==> src/rtl/two_sum_driver_pkg.sv <==
// Shared definitions for the streaming two-sum controller: FSM encoding,
// map value width derivation and {num, index} pack/unpack helpers.
package two_sum_driver_pkg;

   typedef enum logic [2:0] {
      IDLE  = 3'd0,
      CLEAR = 3'd1,
      RUN   = 3'd2,
      DRAIN = 3'd3,
      FIN   = 3'd4
   } state_t;

   // Helpers work on a wide carrier; callers cast to their own widths.
   localparam int PACK_W = 32;

   function automatic int calc_value_width(input int dw, input int iw);
      return dw + iw;
   endfunction

   function automatic logic [PACK_W-1:0] pack_entry(input logic [PACK_W-1:0] num,
                                                     input logic [PACK_W-1:0] idx,
                                                     input int iw);
      return (num << iw) | idx;
   endfunction

   function automatic logic [PACK_W-1:0] unpack_num(input logic [PACK_W-1:0] v,
                                                     input int iw);
      return v >> iw;
   endfunction

   function automatic logic [PACK_W-1:0] unpack_idx(input logic [PACK_W-1:0] v,
                                                     input int iw);
      return v & ((PACK_W'(1) << iw) - PACK_W'(1));
   endfunction

endpackage

==> src/rtl/two_sum_driver_if.sv <==
// Element stream into the two-sum controller (valid/ready with last marker).
interface two_sum_driver_if #(
   parameter int DATA_WIDTH = 8
);
   logic                  in_valid;
   logic                  in_ready;
   logic [DATA_WIDTH-1:0] in_data;
   logic                  in_last;

   modport master (output in_valid, output in_data, output in_last, input in_ready);
   modport slave  (input in_valid, input in_data, input in_last, output in_ready);
endinterface

==> src/rtl/two_sum_driver.sv <==
// Streaming two-sum controller: looks up (target - num) in an external hashmap,
// reports the index pair on a hit and inserts {num, index} on a miss.
module two_sum_driver
   import two_sum_driver_pkg::*;
#(
   parameter  int DATA_WIDTH  = 8,
   parameter  int INDEX_WIDTH = 4,
   localparam int VALUE_WIDTH = calc_value_width(DATA_WIDTH, INDEX_WIDTH)
) (
   input  logic                   clk,
   input  logic                   rst,
   input  logic                   start,
   input  logic [DATA_WIDTH-1:0]  target,
   two_sum_driver_if.slave        s,
   output logic                   busy,
   output logic                   done,
   output logic                   found,
   output logic [INDEX_WIDTH-1:0] idx_lo,
   output logic [INDEX_WIDTH-1:0] idx_hi,
   output logic                   too_long,
   output logic                   hm_collision_seen,
   output logic [DATA_WIDTH-1:0]  hm_write_key,
   output logic [VALUE_WIDTH-1:0] hm_write_value,
   output logic                   hm_write_request,
   input  logic                   hm_collision,
   output logic [DATA_WIDTH-1:0]  hm_read_key,
   input  logic [VALUE_WIDTH-1:0] hm_read_value,
   input  logic                   hm_read_response,
   output logic                   hm_clear_cache
);

   state_t                 r_state;
   logic [DATA_WIDTH-1:0]  r_target;
   logic [INDEX_WIDTH-1:0] r_idx;
   logic                   r_found;
   logic [INDEX_WIDTH-1:0] r_idx_lo;
   logic [INDEX_WIDTH-1:0] r_idx_hi;
   logic                   r_too_long;
   logic                   r_coll_seen;
   logic                   r_done;
   logic                   r_clear;

   logic                   w_accept;
   logic                   w_match;
   logic                   w_write_req;
   logic [DATA_WIDTH-1:0]  w_read_key;
   logic [DATA_WIDTH-1:0]  w_stored_num;
   logic [INDEX_WIDTH-1:0] w_stored_idx;

   assign s.in_ready   = (r_state == RUN) || (r_state == DRAIN);
   assign w_accept     = s.in_valid && s.in_ready;
   assign w_read_key   = r_target - s.in_data;
   assign w_stored_num = DATA_WIDTH'(unpack_num(PACK_W'(hm_read_value), INDEX_WIDTH));
   assign w_stored_idx = INDEX_WIDTH'(unpack_idx(PACK_W'(hm_read_value), INDEX_WIDTH));
   // Comparing the stored num rejects entries that merely share a hash slot.
   assign w_match      = hm_read_response && (w_stored_num == w_read_key);
   assign w_write_req  = (r_state == RUN) && w_accept && !w_match;

   assign hm_read_key       = w_read_key;
   assign hm_write_key      = s.in_data;
   assign hm_write_value    = VALUE_WIDTH'(pack_entry(PACK_W'(s.in_data), PACK_W'(r_idx), INDEX_WIDTH));
   assign hm_write_request  = w_write_req;
   assign hm_clear_cache    = r_clear;
   assign busy              = (r_state != IDLE);
   assign done              = r_done;
   assign found             = r_found;
   assign idx_lo            = r_idx_lo;
   assign idx_hi            = r_idx_hi;
   assign too_long          = r_too_long;
   assign hm_collision_seen = r_coll_seen;

   always_ff @(posedge clk) begin
      if (rst) begin
         r_state     <= IDLE;
         r_idx       <= '0;
         r_found     <= 1'b0;
         r_idx_lo    <= '0;
         r_idx_hi    <= '0;
         r_too_long  <= 1'b0;
         r_coll_seen <= 1'b0;
         r_done      <= 1'b0;
         r_clear     <= 1'b0;
      end else begin
         r_done  <= 1'b0;
         r_clear <= 1'b0;
         if (w_write_req && hm_collision)
            r_coll_seen <= 1'b1;
         case (r_state)
            IDLE: begin
               if (start) begin
                  r_target    <= target;
                  r_found     <= 1'b0;
                  r_idx_lo    <= '0;
                  r_idx_hi    <= '0;
                  r_too_long  <= 1'b0;
                  r_coll_seen <= 1'b0;
                  r_idx       <= '0;
                  r_clear     <= 1'b1;
                  r_state     <= CLEAR;
               end
            end
            CLEAR: r_state <= RUN;
            RUN: begin
               if (w_accept) begin
                  if (w_match) begin
                     r_found  <= 1'b1;
                     r_idx_lo <= w_stored_idx;
                     r_idx_hi <= r_idx;
                     r_done   <= s.in_last;
                     r_state  <= s.in_last ? FIN : DRAIN;
                  end else if (s.in_last) begin
                     r_done  <= 1'b1;
                     r_state <= FIN;
                  end else if (&r_idx) begin
                     r_too_long <= 1'b1;
                     r_state    <= DRAIN;
                  end else begin
                     r_idx <= r_idx + 1'b1;
                  end
               end
            end
            DRAIN: begin
               if (w_accept && s.in_last) begin
                  r_done  <= 1'b1;
                  r_state <= FIN;
               end
            end
            FIN:     r_state <= IDLE;
            default: r_state <= IDLE;
         endcase
      end
   end

endmodule

==> src/flat_wrapper.sv <==
// flat-port wrapper written by rule: the top's interface ports become plain ports
module two_sum_driver_flat import two_sum_driver_pkg::*;
#(
   parameter  int DATA_WIDTH  = 8,
   parameter  int INDEX_WIDTH = 4,
   localparam int VALUE_WIDTH = calc_value_width(DATA_WIDTH, INDEX_WIDTH)
)
  (clk, rst, start, target, busy, done, found, idx_lo, idx_hi, too_long, hm_collision_seen, hm_write_key, hm_write_value, hm_write_request, hm_collision, hm_read_key, hm_read_value, hm_read_response, hm_clear_cache, s_in_valid, s_in_data, s_in_last, s_in_ready);
  two_sum_driver_if #(.DATA_WIDTH(DATA_WIDTH)) s_i ();
  input  logic clk;
  input  logic rst;
  input  logic start;
  input  logic [DATA_WIDTH-1:0] target;
  output logic busy;
  output logic done;
  output logic found;
  output logic [INDEX_WIDTH-1:0] idx_lo;
  output logic [INDEX_WIDTH-1:0] idx_hi;
  output logic too_long;
  output logic hm_collision_seen;
  output logic [DATA_WIDTH-1:0] hm_write_key;
  output logic [VALUE_WIDTH-1:0] hm_write_value;
  output logic hm_write_request;
  input  logic hm_collision;
  output logic [DATA_WIDTH-1:0] hm_read_key;
  input  logic [VALUE_WIDTH-1:0] hm_read_value;
  input  logic hm_read_response;
  output logic hm_clear_cache;
  input wire logic [$bits(s_i.in_valid)-1:0] s_in_valid;
  input wire logic [$bits(s_i.in_data)-1:0] s_in_data;
  input wire logic [$bits(s_i.in_last)-1:0] s_in_last;
  output wire logic [$bits(s_i.in_ready)-1:0] s_in_ready;
  assign s_i.in_valid = s_in_valid;
  assign s_i.in_data = s_in_data;
  assign s_i.in_last = s_in_last;
  assign s_in_ready = s_i.in_ready;
  two_sum_driver #(.DATA_WIDTH(DATA_WIDTH), .INDEX_WIDTH(INDEX_WIDTH)) u_core (.clk(clk), .rst(rst), .start(start), .target(target), .s(s_i), .busy(busy), .done(done), .found(found), .idx_lo(idx_lo), .idx_hi(idx_hi), .too_long(too_long), .hm_collision_seen(hm_collision_seen), .hm_write_key(hm_write_key), .hm_write_value(hm_write_value), .hm_write_request(hm_write_request), .hm_collision(hm_collision), .hm_read_key(hm_read_key), .hm_read_value(hm_read_value), .hm_read_response(hm_read_response), .hm_clear_cache(hm_clear_cache));
endmodule
==> config.mk <==
export PLATFORM = sky130hd
export DESIGN_NAME = two_sum_driver_flat
export DESIGN_NICKNAME = d
export VERILOG_FILES = /design/src/rtl/two_sum_driver_pkg.sv /design/src/rtl/two_sum_driver_if.sv /design/src/rtl/two_sum_driver.sv /design/src/flat_wrapper.sv
export SDC_FILE = /design/constraint.sdc
export NUM_CORES = 1
export LEC_CHECK = 0
export ABC_AREA = 1
export BUFFER_PORTS_ARGS = -buffer_cell sky130_fd_sc_hd__buf_2
export CAP_MARGIN = 0
export CORE_ASPECT_RATIO = 1.75
export CORE_MARGIN = 1.5
export CORE_UTILIZATION = 40
export DETAILED_ROUTE_END_ITERATION = 12
export MAX_ROUTING_LAYER = met4
export PLACE_DENSITY = 0.68
export SLEW_MARGIN = 10
export SYNTH_ARGS = -nofsm -noshare
export SYNTH_HDL_FRONTEND = slang
export SYNTH_SLANG_ARGS = --single-unit
export TNS_END_PERCENT = 10
==> constraint.sdc <==
create_clock -name clk -period 7.5 [get_ports clk]
set_input_delay 1.5 -clock clk [delete_from_list [all_inputs] [get_ports clk]]
set_output_delay 1.5 -clock clk [all_outputs]
set_load 0.05 [all_outputs]
**Yosys cells after proc, flatten, opt, wreduce, memory -nomap -nowiden**

Cells that the tools add are included.

- Register bits after elaboration: 28
- Input port bits: 35
- Output and inout port bits: 44
- Word-level logic and storage cells: 84

- Add/sub/neg operators: 2
- Equal/unequal tests: 13
- Muxes and demuxes: 38
- Bitwise operators: 3
- Reductions and logical operators: 18

Operators by type and width:

| operator | number |
|---|---|
| 4-bit two-way mux | 9 |
| 4-bit case mux with 2 select lines | 3 |
| 3-bit two-way mux | 7 |
| 1-bit two-way mux | 15 |
| 2-bit != test, second input constant | 6 |
| 12-bit by 4-bit bitwise OR with 12-bit output | 1 |
| 3-bit case mux with 4 select lines | 1 |
| 4-bit AND reduction | 3 |
| 6-bit AND reduction | 2 |
| 8-bit equality test | 1 |
| 8-bit subtractor | 1 |
| 3-bit by 2-bit equality test with 1-bit output, second input constant | 2 |
| 1-bit logical AND | 6 |
| 1-bit case mux with 2 select lines | 3 |
| 4-bit by 1-bit adder with 4-bit output, second input constant | 1 |
| 2-bit by 1-bit != test with 1-bit output, second input constant | 2 |
| 4-bit by 3-bit != test with 1-bit output, second input constant | 1 |
| 3-bit by 1-bit equality test with 1-bit output, second input constant | 1 |
| 3-bit logical NOT | 1 |
| 3-bit AND reduction | 1 |
| 3-bit nonzero test | 1 |
| 1-bit inverter | 2 |
| 2-bit nonzero test | 1 |
| 2-bit OR reduction | 1 |
| 2 further kinds | 2 |

**Longest topological paths before layout**

- Depth after elaboration: 9
- Mapped depth: 18
- Depth with buffers taken out: 18

**Worst setup path after synthesis**

Ideal clock, no wire load.

- Path type: in2out
- Start: in s_in_data[4]
- End: out hm_write_request
- Data arrival time: 3.639 ns
- Setup slack: 2.361 ns
- Stages on the path: 14
- Path buffers: 0
- Cells stage by stage: inv_1 ha_1 nand2_1 nor2_1 nand2_1 nand3_1 nand2_1 nand2_1 nand2_1 nand2_1 nor2_1 nand2_1 nand2_1 nor2_1

- Word-level cells in the longest chain between the ends: 5

RTL lines:

| what | line | text |
|---|---|---|
| start, declared | flat_wrapper.sv:30 | `input wire logic [$bits(s_i.in_data)-1:0] s_in_data;` |
| 8-bit subtractor | two_sum_driver.sv:52 | `assign w_read_key = r_target - s.in_data;` |
| via hm_read_key[5] | flat_wrapper.sv:25 | `output logic [DATA_WIDTH-1:0] hm_read_key;` |
| 8-bit equality test | two_sum_driver.sv:56 | `assign w_match = hm_read_response && (w_stored_num == w_read_key);` |
| 1-bit logical AND | two_sum_driver.sv:56 |  |
| 1-bit logical NOT | two_sum_driver.sv:57 | `assign w_write_req = (r_state == RUN) && w_accept && !w_match;` |
| 1-bit logical AND | two_sum_driver.sv:57 |  |
| end, declared | flat_wrapper.sv:23 | `output logic hm_write_request;` |

The timed path passes the listed nets, and every way through them passes these cells.

**Worst setup path after layout**

- Start: in s_in_data[0]
- End: out hm_write_request

- Word-level cells in the longest chain between the ends: 5

RTL lines:

| what | line |
|---|---|
| 8-bit subtractor | two_sum_driver.sv:52 |
| 8-bit equality test | two_sum_driver.sv:56 |
| 1-bit logical AND | two_sum_driver.sv:56 |
| 1-bit logical NOT | two_sum_driver.sv:57 |
| 1-bit logical AND | two_sum_driver.sv:57 |

Every way passes these cells.

==> impl_metrics.py <==
metrics = {
    "global_routing": {
        "first_global_vias": 1899,
        "grt_overflow": 0,
        "grt_use_total_pct": 17.0,
        "grt_max_degree": 16,
        "grt_pass1_wl_um": 7530,
        "antenna_found_initial": 0,
    },
    "power": {
        "power_density_nw_per_um2": 282,
        "power_uw": 674,
        "p_leak_uw": 0.00134,
        "ir_drop_v": 0.000179,
    },
    "synthesis": {
        "synth_nets": 339,
        "yosys_warnings": 0,
        "yosysSeqAreaShare_pct": 31.7,
        "post-synth-top-count-cell": "nand2_1",
        "synth.largest_area_cell": "dfxtp_1",
        "ys_ff_latch": 28,
        "synthFlopType": "dfxtp_1",
        "synth_top_area_share_pct": 19.8,
        "synth_edf_count": 8,
        "synthArstFlopShare_pct": 0,
        "synthTopCellsByArea": "dfxtp_1 (20%), nand2_1 (13%), edfxtp_1 (12%), nand3_1 (11%), inv_1 (8.5%)",
        "ys_types": 30,
        "synth_common_cells": "nand2_1 (72), inv_1 (46), nand3_1 (44)",
        "postSynthCellCount": 294,
        "avgSynthCellArea_um2": 6.88,
        "synth_area_um2": 2020,
    },
    "setup_path": {
        "cp_max_fo": 4,
        "crit_path_end": "hm_write_request",
        "critical_path.endpoint_type": "primary output",
        "r2r-end": "u_core.r_idx[2]$_SDFFE_PP0P_",
        "r2r_setup_slack_ps": 5160,
        "startpoint_type": "input pin",
        "rr_startpoint": "u_core.r_target[0]$_DFFE_PP_",
        "rr_worst_depth": 17,
        "cp.arrival_ps": 3440,
        "cp-startpoint": "s_in_data[0]",
        "crit_type": "in -> out",
        "crit_required_ps": 6000,
    },
    "place": {
        "routabilityCongestion": 0.858,
        "dp_hpwl_um": 3920,
        "numPortBuffers": 78,
        "dp_cells": 408,
        "placed_area_um2": 2350,
    },
    "detailed_routing": {
        "drt-initial-drc-count": 56,
        "routed_wl_um": 4650,
        "drtAntennaViolNets": 0,
        "routed_via_density": 4.98,
        "drc": 0,
        "vias": 2052,
        "drtPass1Iterations": 4,
        "wire_per_inst_um": 11.3,
    },
    "cts": {
        "clk_latency_ps": 270,
        "cts-root-buf": "clkbuf_8",
        "tritoncts": "done",
        "clk_path_buf_depth": 2,
        "hold_buffers": 0,
        "cts_buffers": 3,
        "cts.sinks": 28,
        "cts_max_level": 1,
        "cts_resized": 0,
        "post_cts_buffers": 0,
        "clkSlewWorstSetupHoldPaths_ps": 90,
    },
    "worst_hold_path": {
        "hold_path_class": "reg -> reg",
        "min_path_cells": 2,
    },
    "finish": {
        "finalNonFillerCells": 412,
        "final_net_count": 404,
        "syn2layout_area_growth_pct": 18.2,
        "diodes": 0,
        "final_cell_area_um2": 2390,
        "drive_above_1_share_pct": 29.1,
        "num-fill-cells": 520,
    },
    "die": {
        "ios": 79,
        "die_y_um": 97.1,
        "die_x_um": 56.8,
        "start_util_pct": 41.0,
        "rows": 34,
        "core-area_um2": 4930,
        "die_area_um2": 5510,
    },
    "timing": {
        "min_period_over_period_pct": 65.9,
        "worstMarginPinSlew_ps": 829,
        "slew_headroom_pct": 44.5,
        "clock_skew_ps": 4.03,
        "rsz0062_at_grt": "false",
        "hold_violations": 0,
        "min_period_ps": 4940,
        "tns_ps": 0,
        "slew_violations": 0,
        "max_freq_mhz": 202,
        "setup_violations": 0,
    },
    "run_status": {
        "outcome": "finished, final reports clean",
    },
    "flow_run": {
        "maxCapViolations": 0,
    },
}
-- through the flow --
stage | hold WS, ps | setup WS (ps) | utilization (%)
2_1_floorplan | 479 | 2360 | -
3_3_place_gp | 439 | 2580 | 47.5
3_5_place_dp | 449 | 2540 | 47.5
4_1_cts | 465 | 2530 | 48.5
5_1_grt | 481 | 2390 | 48.5
6_report | 464 | 2560 | 48.5
-- power breakdown --
| group | internal (µW) | switching (µW) | total [µW] |
|---|---|---|---|
| combinational | 112 | 285 | 397 |
| sequential | 178 | 15.6 | 194 |
| clock | 38.1 | 45.3 | 83.4 |
-- worst min-delay path by stage --
stage / startpoint / end
2_1_floorplan: u_core.r_state[0]$_SDFFE_PP0P_ / u_core.r_state[0]$_SDFFE_PP0P_
3_3_place_gp: u_core.hm_collision_seen$_SDFF_PP0_ / u_core.hm_collision_seen$_SDFF_PP0_
3_5_place_dp: u_core.hm_collision_seen$_SDFF_PP0_ / u_core.hm_collision_seen$_SDFF_PP0_
4_1_cts: u_core.hm_collision_seen$_SDFF_PP0_ / u_core.hm_collision_seen$_SDFF_PP0_
5_1_grt: u_core.hm_collision_seen$_SDFF_PP0_ / u_core.hm_collision_seen$_SDFF_PP0_
6_report: u_core.hm_collision_seen$_SDFF_PP0_ / u_core.hm_collision_seen$_SDFF_PP0_
-- sequential cells by signal (all words and copies together) (netlist names) --
name / cells
u_core.r_target: 8
u_core.r_state: 3
u_core.r_idx: 4
u_core.hm_clear_cache: 1
u_core.idx_lo: 4
u_core.too_long: 1
u_core.idx_hi: 4
u_core.hm_collision_seen: 1
u_core.done: 1
u_core.found: 1
-- worst max-delay path: stages --
cell     delay, ps
buf_2          120
ha_1           200
fa_1           390
inv_1          100
nand2_2         70
nand2_2         90
nand3_2         90
nand3_1        140
nand3_1         90
nand2_1         60
nor2_1          40
nand2_1        120
nand2_1         80
nor2_1          80
buf_2          260
-- placed cells by master, fill, tap and decap left out --
master,synthesis,layout
xor2_1,2,2
buf_2,0,78
nand3_1,44,44
a21oi_1,13,13
nor2_2,3,3
nand2_1,72,72
nor4_4,1,1
a211oi_1,1,1
nand2_2,9,9
clkbuf_1,1,1
o211ai_1,1,1
nand3b_1,2,2
nor2_4,1,1
inv_2,1,1
nor3_1,3,3
nand4_1,4,4
o21ai_0,2,2
clkbuf_8,0,3
edfxtp_1,8,8
inv_1,46,46
clkinv_4,1,1
or2_2,3,3
dfxtp_1,20,20
nor4_1,2,2
nand3_2,3,3
fa_1,1,1
nand3_4,1,1
nor2_1,22,22
ha_1,9,9
o21a_1,1,1
-- area by class of cell --
type | instances | area (µm²) | area share [%]
Multi-Input combinational cell | 200 | 1060 | 44.4
Sequential cell | 28 | 641 | 26.8
Timing Repair Buffer | 78 | 390 | 16.3
Inverter | 48 | 185 | 7.74
Tap cell | 54 | 67.6 | 2.83
Clock buffer | 4 | 45.0 | 1.88
-- kinds of logic after synthesis --
group / synth area share [%]
and+or+nand+nor: 40.3
AOI/OAI and AO/OA: 4.82
xor gates and xnor gates: 0.866
buffers and inverters: 15.8
adders and majority gates: 6.56
DFF: 31.7
-- routing by layer --
| metal | GRT usage (%) | share of wire (%) | up-vias |
|---|---|---|---|
| li1 | - | - | 1054 |
| met1 | 16.7 | 38 | 916 |
| met2 | 32.0 | 55 | 68 |
| met3 | 2.13 | 4.3 | 14 |
| met4 | 7.33 | 3.2 | 0 |
| met5 | - | 0 | - |
Power figures use the tool's default switching activity.
